**config.mk**
```make
export PLATFORM = sky130hd
export DESIGN_NAME = tqv_spi_ctrl
export DESIGN_NICKNAME = d
export VERILOG_FILES = /design/src/rtl/tqv_spi_pkg.sv /design/src/rtl/tqv_spi_clkdiv.sv /design/src/rtl/tqv_spi_ctrl.sv
export SDC_FILE = /design/constraint.sdc
export NUM_CORES = 1
export LEC_CHECK = 0
export ABC_CLOCK_PERIOD_IN_PS = 5350
export BUFFER_PORTS_ARGS = -buffer_cell sky130_fd_sc_hd__clkbuf_2
export CORE_MARGIN = 5
export CORE_UTILIZATION = 50
export CTS_BUF_LIST = sky130_fd_sc_hd__clkbuf_4
export DETAILED_ROUTE_END_ITERATION = 6
export GPL_ROUTABILITY_DRIVEN = 1
export GPL_TIMING_DRIVEN = 1
export HOLD_SLACK_MARGIN = 0.05
export PLACE_DENSITY = 0.74
export SLEW_MARGIN = 40
export SYNTH_ARGS = -nofsm -noshare
export SYNTH_HDL_FRONTEND = slang
export SYNTH_SLANG_ARGS = --single-unit
```
**constraint.sdc**
```tcl
create_clock -name clk -period 5.35 [get_ports clk]
set_input_delay 0 -clock clk [delete_from_list [all_inputs] [get_ports clk]]
set_output_delay 0 -clock clk [all_outputs]
set_load 0.005 [all_outputs]
```
**src/rtl/tqv_spi_pkg.sv**
```systemverilog
// Shared SPI controller types: FSM state encoding and bit-counter width.
package tqv_spi_pkg;
  typedef enum logic [1:0] {
    IDLE = 2'd0,
    LOW  = 2'd1,
    HIGH = 2'd2
  } spi_state_e;

  localparam int BIT_CNT_W = 3;
endpackage

```
**src/rtl/tqv_spi_clkdiv.sv**
```systemverilog
// Half-period timer: down-counter that pulses tick on expiry and reloads itself.
module tqv_spi_clkdiv #(
  parameter int DIV_W = 4
) (
  input  logic             clk,
  input  logic             rst_n,
  input  logic             load,
  input  logic [DIV_W-1:0] load_val,
  input  logic             en,
  input  logic [DIV_W-1:0] reload_val,
  output logic             tick
);
  logic [DIV_W-1:0] cnt_q, cnt_d;

  always_comb begin
    cnt_d = cnt_q;
    tick  = 1'b0;
    if (load) begin
      cnt_d = load_val;
    end else if (en) begin
      if (cnt_q == '0) begin
        tick  = 1'b1;
        cnt_d = reload_val;
      end else begin
        cnt_d = cnt_q - DIV_W'(1);
      end
    end
  end

  always_ff @(posedge clk or negedge rst_n) begin
    if (!rst_n) cnt_q <= '0;
    else        cnt_q <= cnt_d;
  end
endmodule

```
**src/rtl/tqv_spi_ctrl.sv**
```systemverilog
// SPI mode-0 byte transmitter with CS/DC control; MISO capture enabled by TQV_SPI_READ_EN.
// state | meaning
// IDLE  | no transfer; start accepted here
// LOW   | SCK low, MOSI holds current bit
// HIGH  | SCK high, MISO sampled on entry
module tqv_spi_ctrl
  import tqv_spi_pkg::*;
#(
  parameter int DIV_W = 4
) (
  input  logic             clk,
  input  logic             rst_n,
  input  logic             start,
  input  logic [7:0]       data_in,
  input  logic             dc_in,
  input  logic             end_txn,
  input  logic [DIV_W-1:0] divider,
  output logic             busy,
  output logic [7:0]       data_out,
  input  logic             spi_miso,
  output logic             spi_cs,
  output logic             spi_sck,
  output logic             spi_mosi,
  output logic             spi_dc
);
  spi_state_e           state_q, state_d;
  logic [BIT_CNT_W-1:0] bit_q, bit_d;
  logic [6:0]           tx_q, tx_d;
  logic                 cs_q, cs_d;
  logic                 mosi_q, mosi_d;
  logic                 dc_q, dc_d;
  logic                 end_q, end_d;
  logic [DIV_W-1:0]     div_q, div_d;
  logic                 load, tick, sample, done;

  tqv_spi_clkdiv #(.DIV_W(DIV_W)) u_clkdiv (
    .clk        (clk),
    .rst_n      (rst_n),
    .load       (load),
    .load_val   (divider),
    .en         (busy),
    .reload_val (div_q),
    .tick       (tick)
  );

  always_comb begin
    state_d = state_q;
    bit_d   = bit_q;
    tx_d    = tx_q;
    cs_d    = cs_q;
    mosi_d  = mosi_q;
    dc_d    = dc_q;
    end_d   = end_q;
    div_d   = div_q;
    load    = 1'b0;
    sample  = 1'b0;
    done    = 1'b0;
    case (state_q)
      IDLE: begin
        if (start) begin
          state_d = LOW;
          load    = 1'b1;
          bit_d   = '0;
          tx_d    = data_in[6:0];
          mosi_d  = data_in[7];
          cs_d    = 1'b0;
          dc_d    = dc_in;
          end_d   = end_txn;
          div_d   = divider;
        end
      end
      LOW: begin
        if (tick) begin
          state_d = HIGH;
          sample  = 1'b1;
        end
      end
      HIGH: begin
        if (tick) begin
          if (bit_q == '1) begin
            state_d = IDLE;
            done    = 1'b1;
            // CS stays low between bytes of one transaction
            if (end_q) cs_d = 1'b1;
          end else begin
            state_d = LOW;
            bit_d   = bit_q + BIT_CNT_W'(1);
            mosi_d  = tx_q[6];
            tx_d    = {tx_q[5:0], 1'b0};
          end
        end
      end
      default: state_d = IDLE;
    endcase
  end

  always_ff @(posedge clk or negedge rst_n) begin
    if (!rst_n) begin
      state_q <= IDLE;
      bit_q   <= '0;
      tx_q    <= '0;
      cs_q    <= 1'b1;
      mosi_q  <= 1'b0;
      dc_q    <= 1'b0;
      end_q   <= 1'b0;
      div_q   <= '0;
    end else begin
      state_q <= state_d;
      bit_q   <= bit_d;
      tx_q    <= tx_d;
      cs_q    <= cs_d;
      mosi_q  <= mosi_d;
      dc_q    <= dc_d;
      end_q   <= end_d;
      div_q   <= div_d;
    end
  end

  assign busy     = (state_q != IDLE);
  assign spi_sck  = (state_q == HIGH);
  assign spi_cs   = cs_q;
  assign spi_mosi = mosi_q;
  assign spi_dc   = dc_q;

`ifdef TQV_SPI_READ_EN
  logic [7:0] rx_q, rx_d, data_out_q, data_out_d;

  always_comb begin
    rx_d       = rx_q;
    data_out_d = data_out_q;
    if (sample) rx_d = {rx_q[6:0], spi_miso};
    if (done)   data_out_d = rx_q;
  end

  always_ff @(posedge clk or negedge rst_n) begin
    if (!rst_n) begin
      rx_q       <= '0;
      data_out_q <= '0;
    end else begin
      rx_q       <= rx_d;
      data_out_q <= data_out_d;
    end
  end

  assign data_out = data_out_q;
`else
  logic unused_rx;
  assign unused_rx = ^{spi_miso, sample, done};
  assign data_out  = '0;
`endif
endmodule

```
# ---- Word level (Yosys, flattened, before mapping)
# Cells that the tools add are included.
dict set report op_classes {
  add_sub_neg 2
  eq_ne 9
  n_mux 30
  n_reduce_logical 9
}
# op count
set ops {}
lappend ops {{7-bit 2-to-1 mux} 3}
lappend ops {{7-bit case mux with 2 select lines} 1}
lappend ops {{1-bit 2-to-1 mux} 13}
lappend ops {{4-bit 2-to-1 mux} 3}
lappend ops {{3-bit 2-to-1 mux} 3}
lappend ops {{2-bit 2-to-1 mux} 3}
lappend ops {{2-bit by 1-bit inequality test with 1-bit output, second input constant} 3}
lappend ops {{2-bit inequality test, second input constant} 3}
lappend ops {{2-bit case mux with 3 select lines} 1}
lappend ops {{3-bit case mux with 2 select lines} 1}
lappend ops {{2-bit nonzero test} 3}
lappend ops {{5-bit AND reduction} 1}
lappend ops {{4-bit zero test} 1}
lappend ops {{1-bit case mux with 2 select lines} 2}
lappend ops {{4-bit AND reduction} 1}
lappend ops {{4-bit by 1-bit subtractor with 4-bit output, second input constant} 1}
lappend ops {{3-bit by 1-bit adder with 3-bit output, second input constant} 1}
lappend ops {{3-bit equality test, second input constant} 1}
lappend ops {{3-bit AND reduction} 1}
lappend ops {{2-bit by 1-bit equality test with 1-bit output, second input constant} 1}
lappend ops {{2-bit equality test, second input constant} 1}
lappend ops {{2-bit zero test} 1}
lappend ops {{2-bit AND reduction} 1}
dict set report word_totals {
  register_bits 24
  in_bits 18
  elab_cells 59
}

# ---- Longest topological paths before layout
dict set report logic_depth {
  word_depth 6
  depth_mapped 6
}

# ---- Hierarchy
# A second synthesis with hierarchy kept.
dict set report hier_totals {
  cells_unflattened 109
  area_unflattened_um2 1328.8
}
# module instances cells_per_inst area_each_um2
set by_module_without_submodules {}
lappend by_module_without_submodules {tqv_spi_ctrl 1 75 1034.7}
lappend by_module_without_submodules {tqv_spi_clkdiv 1 34 294.0}

# ---- Least setup slack after synthesis
# No wires, ideal clock.
dict set report synth_path {
  path_kind {register -> register}
  from {register u_clkdiv.cnt_q[0]}
  to {register bit_q[0]}
  setup_time_ns 0.151
  arrival_time_ns 1.692
  setup_slack_ns 3.507
  path_stages_with_launch 6
  n_path_buf 0
  period_less_slack_ns 1.843
  path_cell_list {dfrtp_1 -> inv_1 -> ha_1 -> or3b_4 -> a2111oi_4 -> mux2i_1}
}
dict set report synth_between {
  elab_chain_len 6
}
# element line
set synth_rtl {}
lappend synth_rtl {{start, declared} tqv_spi_clkdiv.sv:13} ;# logic [DIV_W-1:0] cnt_q, cnt_d;
lappend synth_rtl {{start signal, assigned} tqv_spi_clkdiv.sv:32} ;# else cnt_q <= cnt_d;
lappend synth_rtl {{4-bit zero test} tqv_spi_clkdiv.sv:21} ;# if (cnt_q == '0) begin
lappend synth_rtl {{1-bit 2-to-1 mux} tqv_spi_clkdiv.sv:21}
lappend synth_rtl {{1-bit 2-to-1 mux} tqv_spi_clkdiv.sv:20} ;# end else if (en) begin
lappend synth_rtl {{1-bit 2-to-1 mux} tqv_spi_clkdiv.sv:18} ;# if (load) begin
lappend synth_rtl {{2-bit by 1-bit inequality test with 1-bit output (no line)} --}
lappend synth_rtl {{4-bit AND reduction (no line)} --}
lappend synth_rtl {{end signal, assigned} tqv_spi_ctrl.sv:109} ;# bit_q <= bit_d;
lappend synth_rtl {{end, declared} tqv_spi_ctrl.sv:27} ;# logic [BIT_CNT_W-1:0] bit_q, bit_d;
# Every way passes these cells.
# A chain may end at the register's enable or synchronous reset.

# ---- Final worst setup path
dict set report layout_path {
  from {register u_clkdiv.cnt_q[0]}
  to {register tx_q[1]}
}
dict set report layout_between {
  elab_chain_len 6
}
# element line
set layout_rtl {}
lappend layout_rtl {{4-bit zero test} tqv_spi_clkdiv.sv:21}
lappend layout_rtl {{1-bit 2-to-1 mux} tqv_spi_clkdiv.sv:21}
lappend layout_rtl {{1-bit 2-to-1 mux} tqv_spi_clkdiv.sv:20}
lappend layout_rtl {{1-bit 2-to-1 mux} tqv_spi_clkdiv.sv:18}
lappend layout_rtl {{2-bit by 1-bit inequality test with 1-bit output (no line)} --}
lappend layout_rtl {{4-bit AND reduction (no line)} --}
lappend layout_rtl {{end signal, assigned} tqv_spi_ctrl.sv:110} ;# tx_q <= tx_d;
lappend layout_rtl {{end, declared} tqv_spi_ctrl.sv:28} ;# logic [6:0] tx_q, tx_d;
# Every way passes these cells.

==> run_results.csv <==
group,metric,value,unit
sta,fin_crit_sh,0.408,
routing,wl_per_cell,13.9,um
place,hpwlAfterDp,1.79,mm
sta,final-setup-viol-count,0,
flow_run,maxCapViolCount,0,
sta,tightest_slew,836,ps
pwr,power.total,0.627,mW
worst_setup_path,worstReg2RegEnd,"tx_q[1]$_DFFE_PN0P_",
worst_setup_path,critPathKind,"reg -> reg",
yosys,yosys-top-cells-area,"dfrtp_1 (45%), or3b_2 (5.4%), a2bb2oi_1 (4.7%)",
yosys,synth_seq_cells,24,
sta,finalHoldViolCount,0,
worst_setup_path,reg2reg_slack,3170,ps
worst_setup_path,end_kind,"flip-flop",
place,port_buffers,21,
pwr,power_density,401,mW/mm^2
yosys,netlist-cell-type-count,31,
clocking,post-cts-setup-buffers,0,
floorplan,start_util,0.522,
worst_hold_path,min_path_cells,3,
pwr,leakagePower,0.717,nW
layout,area_growth,21.0,%
sta,fin_skew,2.60,ps
yosys,netlist_area,0.00129,sq mm
global_routing,grt_pass1_wl,4.37,mm
clocking,cts.path.max_buffers,2,
layout,nets,176,
global_routing,track_usage,0.155,
layout,finish.utilization,0.631,
sta,fin_crit,2180,ps
clocking,hold_buffers,15,
routing,drc_errors,0,
global_routing,grt_max_degree,25,
worst_hold_path,min_to,"tx_q[1]$_DFFE_PN0P_",
yosys,synth_edf_count,0,
place,place_inst,164,
clocking,clkTransAtPathRegs,120,ps
place,place_congestion,0.768,
clocking,tritoncts,"built",
yosys,async_reset_ff_frac,1.00,
worst_setup_path,crit_fanout,13,
global_routing,grt_pass1_vias,1022,
floorplan,die_area,0.00370,sq mm
layout,num_antenna_cells,0,
yosys,avgSynthCellArea,10.8,sq um
floorplan,fp-row-count,18,
floorplan,core_region_area,0.00248,sq mm
sta,fmax,458,MHz
routing,wirelength,2.55,mm
floorplan,pin_count,31,
worst_setup_path,crit_chain,"inv_1 -> ha_1 -> or3b_4 -> a2111oi_4 -> a2bb2oi_1",
routing,ant_nets,0,
clocking,clk_latency,300,ps
routing,viasPerCell,5.52,
outcome,status,"finished, final reports clean",
pwr,vdd_drop_max,310,uV
routing,vias,1015,
yosys,synthFlopType,"dfrtp_1",
worst_hold_path,hp-class,"in -> reg",
layout,fin_area,0.00156,sq mm
clocking,htreeDepth,1,
worst_setup_path,critPathRequiredTime,5570,ps
worst_setup_path,r2r-start,"u_clkdiv.cnt_q[0]$_DFFE_PN0P_",
global_routing,antenna_found_initial,0,
worst_setup_path,critPathMaxStageDelay,650,ps
clocking,clock-sinks,24,
worst_hold_path,min_from,"data_in[1]",
clocking,cts_root_buffer,"clkbuf_4",
worst_setup_path,reg2reg_depth,5,
place,placed_area,0.00138,sq mm
clocking,numCtsBuffers,3,
sta,fin_setup_tns,0,ps
layout,instances_no_fill,184,
place,post-place-ws,3180,ps
global_routing,grt-ovfl-total,0,
sta,hold_slack,85.0,ps
worst_setup_path,crit_arrival,2410,ps
floorplan,die_y,60.8,um
floorplan,die_x,60.8,um
yosys,syn_inst,120,
routing,drt_iter0_markers,16,
worst_setup_path,critPathTopFamily,"compound AO/OA/AOI/OAI gates",
yosys,seq_area_frac_synth,0.466,
yosys,ys_warn_count,0,
yosys,synth_top_cell_area_share,0.445,
worst_setup_path,critPathSlowestCell,"a2111oi_4",
worst_setup_path,path_buf_inv,1,
worst_setup_path,startpoint_type,"flip-flop",
sta,rsz0062_at_grt,"no",
routing,dr.pass1.iters,2,
yosys,yosys.area.top_type,"dfrtp_1",
sta,finalMaxSlewViolations,0,
sta,slew_headroom,0.441,
clocking,post_cts_resized,0,
layout,drive_gt1_frac,0.260,
sta,layout_setup_ws,3170,ps
cell type report:
cell class | count | area (sq um)
clock buffer | 3 | 22.5
sequential | 24 | 602
inverter | 7 | 26.3
timing repair buffer | 37 | 265
tap | 30 | 37.5
multi-input combinational | 82 | 607
clock inverter | 1 | 3.75
fill | 209 | 913
worst min-delay path: stages:
cell and delay (ps):
clkbuf_2 80, o22ai_1 170, a2bb2oi_1 100
synth_stat cells (3+ instances only):
cell type	count
a21oi_1	3
mux2i_1	6
o22ai_1	9
inv_1	7
nor3_1	3
dfrtp_1	23
a2bb2oi_1	7
ha_1	3
buf_4	8
or3b_2	8
nand2_1	6
clkbuf_1	5
mux2_2	5
nor2_1	4
logic make-up after synthesis:
logic type,Yosys count,synth area share
muxes,11,0.0900
buffers and inverters,21,0.0852
and+or+nand+nor,29,0.136
other,1,0.00290
adders and majority gates,3,0.0290
AOI/OAI and AO/OA,31,0.191
DFF,24,0.466
state kept, by name, summed over array words and instances (netlist names):
register        flops
bit_q               3
div_q               4
end_q               1
spi_cs              1
spi_dc              1
spi_mosi            1
state_q             2
tx_q                7
u_clkdiv.cnt_q      4
per-layer routing:
layer	up-vias	GRT usage	wire length, um
met3	4	0.0213	94
met5	-	0	0
met1	496	0.203	1240
met2	19	0.263	1190
li1	496	-	-
met4	0	0.0526	34
layout by cell type (no fill, tap or decap):
cell,Yosys,layout
a41oi_1,1,1
a2bb2oi_1,7,7
inv_1,7,7
nor3b_1,1,1
ha_1,3,3
mux2_2,5,5
or3b_4,1,1
o211a_1,2,2
clkbuf_2,0,21
clkbuf_4,0,3
nand3_1,2,2
dlygate4sd3_1,0,16
o22ai_1,9,9
dfrtp_1,23,23
nand2b_1,2,2
nor2_1,4,4
or3b_2,8,8
and2_1,1,1
a21oi_1,3,3
o21ai_0,2,2
o2bb2ai_1,2,2
a22oi_1,2,2
nor3_1,3,3
a31oi_1,1,1
a2111oi_4,1,1
conb_1,1,8
o311ai_0,1,1
mux2i_1,6,6
dfstp_2,1,1
or3_1,1,1
clkinv_1,0,1
nand2_1,6,6
report_power, final:
group | internal, mW | switching (mW) | total (mW) | leakage, nW
sequential | 0.259 | 0.0634 | 0.322 | 0.283
clock | 0.0272 | 0.0502 | 0.0774 | 0.0154
combinational | 0.125 | 0.103 | 0.228 | 0.418
total | 0.411 | 0.216 | 0.627 | 0.717
worst max-delay path by stage:
stage / from / to / slack [ps] / cells past startpoint
4_1_cts: u_clkdiv.cnt_q[0]$_DFFE_PN0P_ / tx_q[1]$_DFFE_PN0P_ / 3150 / 5
3_5_place_dp: u_clkdiv.cnt_q[0]$_DFFE_PN0P_ / tx_q[1]$_DFFE_PN0P_ / 3180 / 5
3_3_place_gp: u_clkdiv.cnt_q[0]$_DFFE_PN0P_ / bit_q[0]$_DFFE_PN0P_ / 3230 / 5
5_1_grt: u_clkdiv.cnt_q[0]$_DFFE_PN0P_ / tx_q[1]$_DFFE_PN0P_ / 3000 / 5
2_1_floorplan: u_clkdiv.cnt_q[0]$_DFFE_PN0P_ / bit_q[0]$_DFFE_PN0P_ / 3510 / 5
6_report: u_clkdiv.cnt_q[0]$_DFFE_PN0P_ / tx_q[1]$_DFFE_PN0P_ / 3170 / 5
Power figures use the tool's default switching activity.
